[src/rtl/bram_stream_reader.sv]
// Block-RAM read initiator: streams LEN words from BASE as valid/ready with a 2-entry latency buffer.
// Optional odd-parity checker on captured words, enabled by `define BRAM_RD_PARITY_CHK_EN.
module bram_stream_reader #(
   parameter int unsigned ADDR_W = 11,
   parameter int unsigned DATA_W = 8,
   parameter int unsigned LEN_W  = 12
) (
   input  logic              CLK,
   input  logic              RST,
   input  logic              START,
   input  logic [ADDR_W-1:0] BASE,
   input  logic [LEN_W-1:0]  LEN,
   output logic              BUSY,
   output logic              DONE,
   output logic              RAM_EN,
   output logic              RAM_WE,
   output logic [ADDR_W-1:0] RAM_ADDR,
   input  logic [DATA_W-1:0] RAM_DO,
   input  logic              RAM_DOP,
   output logic              M_VALID,
   input  logic              M_READY,
   output logic [DATA_W:0]   M_DATA,
   output logic              M_LAST,
   output logic              PAR_ERR
);

   localparam int unsigned WORD_W = DATA_W + 1;

   typedef enum logic [1:0] {
      S_IDLE,
      S_RUN,
      S_DRAIN
   } state_t;

   state_t            state_q;
   state_t            state_d;
   logic [ADDR_W-1:0] addr_q;
   logic [LEN_W-1:0]  issue_cnt_q;
   logic [LEN_W-1:0]  out_cnt_q;
   logic              inflight_q;
   logic [WORD_W-1:0] buf_q [2];
   logic              wr_ptr_q;
   logic              rd_ptr_q;
   logic [1:0]        count_q;
   logic              done_q;

   logic              issue;
   logic              load;
   logic              done_d;
   logic              pop;
   logic [2:0]        pending;

   // Words buffered plus in flight, net of a pop at this edge, bound the issue window.
   assign pop     = (count_q != 2'd0) && M_READY;
   assign pending = 3'(count_q) + 3'(inflight_q) - 3'(pop);

   always_ff @(posedge CLK) begin
      if (RST) state_q <= S_IDLE;
      else     state_q <= state_d;
   end

   always_comb begin
      state_d = state_q;
      issue   = 1'b0;
      load    = 1'b0;
      done_d  = 1'b0;
      case (state_q)
         S_IDLE: begin
            if (START) begin
               if (LEN != '0) begin
                  load    = 1'b1;
                  state_d = S_RUN;
               end else begin
                  done_d  = 1'b1;
               end
            end
         end
         S_RUN: begin
            if (issue_cnt_q == '0) begin
               state_d = S_DRAIN;
            end else if (pending < 3'd2) begin
               issue = 1'b1;
               if (issue_cnt_q == LEN_W'(1)) state_d = S_DRAIN;
            end
         end
         S_DRAIN: begin
            if (pop && (out_cnt_q == LEN_W'(1))) begin
               state_d = S_IDLE;
               done_d  = 1'b1;
            end
         end
         default: state_d = S_IDLE;
      endcase
      // A reset cycle must not launch a read.
      if (RST) issue = 1'b0;
   end

   always_ff @(posedge CLK) begin
      if (RST) begin
         addr_q      <= '0;
         issue_cnt_q <= '0;
         out_cnt_q   <= '0;
         inflight_q  <= 1'b0;
         wr_ptr_q    <= 1'b0;
         rd_ptr_q    <= 1'b0;
         count_q     <= 2'd0;
         done_q      <= 1'b0;
      end else begin
         done_q     <= done_d;
         inflight_q <= issue;
         if (load) begin
            addr_q      <= BASE;
            issue_cnt_q <= LEN;
            out_cnt_q   <= LEN;
         end else begin
            if (issue) begin
               addr_q      <= addr_q + ADDR_W'(1);
               issue_cnt_q <= issue_cnt_q - LEN_W'(1);
            end
            if (pop) out_cnt_q <= out_cnt_q - LEN_W'(1);
         end
         if (inflight_q) wr_ptr_q <= ~wr_ptr_q;
         if (pop)        rd_ptr_q <= ~rd_ptr_q;
         count_q <= count_q + 2'(inflight_q) - 2'(pop);
      end
   end

   // Capture RAM output one edge after the enabled read.
   always_ff @(posedge CLK) begin
      if (inflight_q) buf_q[wr_ptr_q] <= {RAM_DOP, RAM_DO};
   end

`ifdef BRAM_RD_PARITY_CHK_EN
   logic par_err_q;

   always_ff @(posedge CLK) begin
      if (RST)                                          par_err_q <= 1'b0;
      else if (inflight_q && !(^{RAM_DOP, RAM_DO}))    par_err_q <= 1'b1;
   end

   assign PAR_ERR = par_err_q;
`else
   assign PAR_ERR = 1'b0;
`endif

   assign BUSY     = (state_q != S_IDLE);
   assign DONE     = done_q;
   assign RAM_EN   = issue;
   assign RAM_WE   = 1'b0;
   assign RAM_ADDR = addr_q;
   assign M_VALID  = (count_q != 2'd0);
   assign M_DATA   = buf_q[rd_ptr_q];
   assign M_LAST   = (count_q != 2'd0) && (out_cnt_q == LEN_W'(1));

endmodule

[config.mk]
export PLATFORM = sky130hd
export DESIGN_NAME = bram_stream_reader
export DESIGN_NICKNAME = d
export VERILOG_FILES = /design/src/rtl/bram_stream_reader.sv
export SDC_FILE = /design/constraint.sdc
export NUM_CORES = 1
export LEC_CHECK = 0
export ABC_AREA = 1
export CAP_MARGIN = 0
export CORE_ASPECT_RATIO = 1.5
export CORE_UTILIZATION = 57
export DETAILED_ROUTE_END_ITERATION = 10
export GPL_TIMING_DRIVEN = 0
export PLACE_DENSITY = 0.85
export SYNTH_ARGS = -nofsm -noshare
export SYNTH_HDL_FRONTEND = slang
export SYNTH_SLANG_ARGS = --single-unit
[constraint.sdc]
create_clock -name CLK -period 6.85 [get_ports CLK]
set_input_delay 1.7125 -clock CLK [delete_from_list [all_inputs] [get_ports CLK]]
set_output_delay 1.7125 -clock CLK [all_outputs]
set_load 0.1 [all_outputs]
==> results.rst <==
.. list-table::
   :header-rows: 1

   * - Metric
     - Value
   * - Outcome
     - finished clean
   * - Core Rows
     - 35
   * - Post-synthesis mux area share
     - 0.0281
   * - Data arrival time of the critical path
     - between 4 and 5 ns
   * - Detailed router's first-iteration violation count
     - 305
   * - Final weighted congestion of routability-driven global placement
     - between 0.9 and 1
   * - Total design power
     - roughly 1.7 mW
   * - Leakage power total
     - just over 2 nW
   * - IO Count
     - between 60 and 70
   * - Basic-gate share of the synthesized area counting and, or, nand and nor cells
     - 0.370
   * - Setup TNS
     - 0 ns
   * - Die W
     - 67.0 µm
   * - Main combinational cell family by area after synthesis
     - simple AND/OR/NAND/NOR gates
   * - Die span in y
     - 99.5 µm
   * - Total Routed Length
     - approximately 9400 µm
   * - Rel. slew slack
     - 0.343
   * - Type of destination of the critical path
     - output port
   * - First-pass DRT Iterations
     - 5
   * - Critical Path RT
     - roughly 5.1 ns
   * - Starting Density
     - 0.589
   * - Cell Count, Final, Fillers Out
     - 651
   * - Flop and latch count out of synthesis
     - 62
   * - Number of setup violations in the final report
     - 0
   * - Wire length of the first global-routing pass
     - 15500 µm
   * - Post-synthesis sequential area ratio
     - 0.394
   * - Clock latency of the later-clocked register in the worst-skew pair
     - between 0.3 and 0.4 ns
   * - Worst r2r src
     - count_q[1]$_SDFF_PP0_
   * - Setup WS post-layout
     - 0.150 ns
   * - Adder-cell area share of the yosys netlist
     - 0.0333
   * - Post-synthesis instance total
     - 501
   * - Compound-cell area share of the yosys netlist
     - 0.0509
   * - Most common cell on crit path
     - sky130_fd_sc_hd__inv_1
   * - Area added between synthesis and finish
     - 23.8%
   * - Post-placement worst setup slack
     - -0.645 ns
   * - Worst Hold Launch
     - rd_ptr_q$_SDFFE_PP0P_
   * - Share of final-layout standard cells stronger than drive strength 1
     - 0.0901
   * - Num CTS Buffers
     - 9
   * - Total number of yosys warnings
     - 0
   * - Setup repair after global routing missed its margin
     - false
   * - Measured slew at the worst slew-check pin
     - 0.982 ns
   * - CP startpoint kind
     - input pin
   * - Xor and xnor area share after synthesis
     - 0.0243
   * - Mean cell area of the mapped netlist
     - 7.21 µm²
   * - Port bufs
     - 59
   * - Cell-by-cell listing of the critical path
     - clkdlybuf4s50_1 -> inv_1 -> nor2_1 -> buf_2 -> ha_1 -> inv_1 -> ha_1 -> fa_1 -> inv_1 -> nand3_1 -> nor2_1 -> nand3_2 -> buf_6 -> inv_1 -> clkbuf_4
   * - Maximum fanout along the worst path
     - 10
   * - Layout Skew
     - approximately 0.011 ns
   * - Maximum single-stage delay on the critical path
     - 0.48 ns
   * - Highest ir drop seen on vdd
     - between 200 and 300 µV
   * - Cell area after technology mapping
     - roughly 3600 µm²
   * - Antenna Nets Post-Route
     - 0
   * - Hold_buf cts
     - 0
   * - Power density cells
     - approximately 380 nW/µm²
   * - Final critical-path required period
     - 6.70 ns
   * - Post CTS Setup Buffer Count
     - 0
   * - Largest net degree at the start of global routing
     - 13
   * - Post-route fraction of the period consumed by the critical path
     - 0.978
   * - Vias in the first global route
     - about 3400
   * - Die area
     - roughly 6700 µm²
   * - Clock Tree Buf Depth
     - 2
   * - Number of hold violations in the final report
     - 0
   * - H-tree levels
     - 3
   * - Max cap viols
     - 0
   * - Worst Path Class, Setup
     - input pin to output port
   * - Root buffer selected by CTS
     - sky130_fd_sc_hd__clkbuf_8
   * - Number of antenna repair diodes
     - 0
   * - Vias per cell
     - about 5.4
   * - Number of vias after detailed routing
     - 3503
   * - Area of the core
     - around 6000 µm²
   * - DRC errors left
     - 0
   * - Worst-path clk slew
     - 0.08 ns
   * - DP HPWL
     - between 7000 and 8000 µm
   * - Number of buffer and inverter instances along the worst setup path
     - 8
   * - Total global routing track utilization
     - 0.310
   * - Largest delay share family, worst path
     - buffers and inverters
   * - Unique cell type count in the Yosys netlist
     - 37
   * - Fmax
     - approximately 0.15 GHz
   * - Path type of the worst min-delay path
     - flip-flop to flip-flop
   * - Number of nets at the end of the flow
     - slightly above 600
   * - Clock tree from TritonCTS
     - yes
   * - Initial antenna violation count
     - 0
   * - # clock sinks
     - 62
   * - Slowest stage cell on the critical path
     - sky130_fd_sc_hd__clkdlybuf4s50_1
   * - Worst setup path start
     - M_READY
   * - Dpl cells
     - between 600 and 700
   * - Max-slew violation total from the final report
     - 0
   * - Remaining global-route overflow
     - 0
   * - Wirelength per Cell
     - between 10 and 15 µm
## sequential cells by signal, indices dropped and copies added, names as in the netlist, named ones only
| register | flops |
|---|---|
| out_cnt_q | 12 |
| inflight_q | 1 |
| DONE | 1 |
| issue_cnt_q | 12 |
| wr_ptr_q | 1 |
| state_q | 2 |
| count_q | 2 |
| buf_q | 18 |
| rd_ptr_q | 1 |
| RAM_ADDR | 11 |
## synthesized netlist by cell type, drive strengths merged
library cell,instances,share of area
nor4,2,0.0035
inv,56,0.059
nor3,3,0.0042
nand4,9,0.016
buf,14,0.036
or2,2,0.0035
nand2,130,0.14
a21boi,1,0.0021
mux2,9,0.028
fa,1,0.0055
o21bai,1,0.0021
xnor2,4,0.0097
ha,8,0.028
a21oi,21,0.029
clkbuf,4,0.0042
a31oi,1,0.0017
conb,1,0.0010
nand3,63,0.089
nor2,85,0.098
dfxtp,44,0.24
edfxtp,18,0.15
o21a,1,0.0021
and2,1,0.0017
o21ai,10,0.014
nand3b,6,0.012
xor2,6,0.015
## final cells by class
cell class / count / area, µm²
plain buffers: 18 / 144
clock buffers: 9 / 124
clock inverters: 7 / 50.0
fillers: 492 / 1660
inverters: 56 / 213
multi-input cells: 366 / 1840
flip-flops and latches: 62 / 1420
well taps: 74 / 92.6
repair buffers: 59 / 588
## cells by family after synthesis
family	Yosys count
AO/OA/AOI/OAI	35
XOR/XNOR	10
adder cells (fa/ha/maj)	9
buffers and inverters	74
flip-flops	62
multiplexers	9
other	1
AND/OR/NAND/NOR	301
## metal layers
layer	wire length, µm	up-vias	global-route usage	share of wire
met1	3530	1582	0.327	0.38
met2	4790	140	0.541	0.51
met3	603	34	0.0700	0.064
met5	0	-	0	0
li1	-	1747	-	-
met4	433	0	0.188	0.046
## path summary, 6_finish.rpt
| kind | end | slack (ns) | cells past startpoint |
|---|---|---|---|
| worst max register to register | issue_cnt_q[10]$_SDFFE_PP0P_ | 3.66 | 17 |
| worst max-delay path | RAM_EN | 0.15 | 15 |
| worst min register to register | rd_ptr_q$_SDFFE_PP0P_ | 0.46 | 1 |
| worst min-delay path | rd_ptr_q$_SDFFE_PP0P_ | 0.46 | 1 |
## worst register-to-register path: stages, from the launching register on
cell and delay [ns]:
sky130_fd_sc_hd__dfxtp_1 0.36, sky130_fd_sc_hd__nor2_1 0.10, sky130_fd_sc_hd__nor2_1 0.37, sky130_fd_sc_hd__buf_2 0.32
sky130_fd_sc_hd__ha_1 0.27, sky130_fd_sc_hd__inv_1 0.06, sky130_fd_sc_hd__ha_1 0.15, sky130_fd_sc_hd__fa_1 0.41
sky130_fd_sc_hd__inv_1 0.09, sky130_fd_sc_hd__nand3_1 0.15, sky130_fd_sc_hd__nor2_1 0.15, sky130_fd_sc_hd__nand3_2 0.12
sky130_fd_sc_hd__buf_6 0.17, sky130_fd_sc_hd__buf_6 0.15, sky130_fd_sc_hd__nand3_1 0.07, sky130_fd_sc_hd__nand3_1 0.06
sky130_fd_sc_hd__nand2_1 0.06, sky130_fd_sc_hd__inv_1 0.04
## stage by stage
stage,util,cell area (µm²),hold slack (ns)
2_1_floorplan,-,3610,0.426
3_3_place_gp,0.701,4300,0.437
3_5_place_dp,0.701,4300,0.448
4_1_cts,0.729,4470,0.461
5_1_grt,0.729,4470,0.503
6_report,0.729,4470,0.458
## cell usage in the layout, fill, tap and decap left out, types with 6 or more instances in the layout
master / instances
sky130_fd_sc_hd__nand2_1: 127
sky130_fd_sc_hd__nor2_1: 79
sky130_fd_sc_hd__nand3_1: 62
sky130_fd_sc_hd__clkdlybuf4s50_1: 58
sky130_fd_sc_hd__inv_1: 53
sky130_fd_sc_hd__dfxtp_1: 44
sky130_fd_sc_hd__a21oi_1: 21
sky130_fd_sc_hd__edfxtp_1: 18
sky130_fd_sc_hd__o21ai_0: 10
sky130_fd_sc_hd__mux2_2: 9
sky130_fd_sc_hd__nand4_1: 9
sky130_fd_sc_hd__clkbuf_8: 9
sky130_fd_sc_hd__buf_6: 8
sky130_fd_sc_hd__ha_1: 8
sky130_fd_sc_hd__xor2_1: 6
sky130_fd_sc_hd__nand3b_1: 6
## power by group
group	switching (mW)	total (mW)	internal (mW)
sequential	0.0557	0.499	0.443
clock	0.158	0.290	0.132
combinational	0.617	0.887	0.271
## timing repair
item | in CTS | in global routing
resized for setup | 5 | 1
cloned | 0 | 0
endpoints found under the setup margin | 1 | 1
No activity file was read; power rests on OpenSTA's default activity.
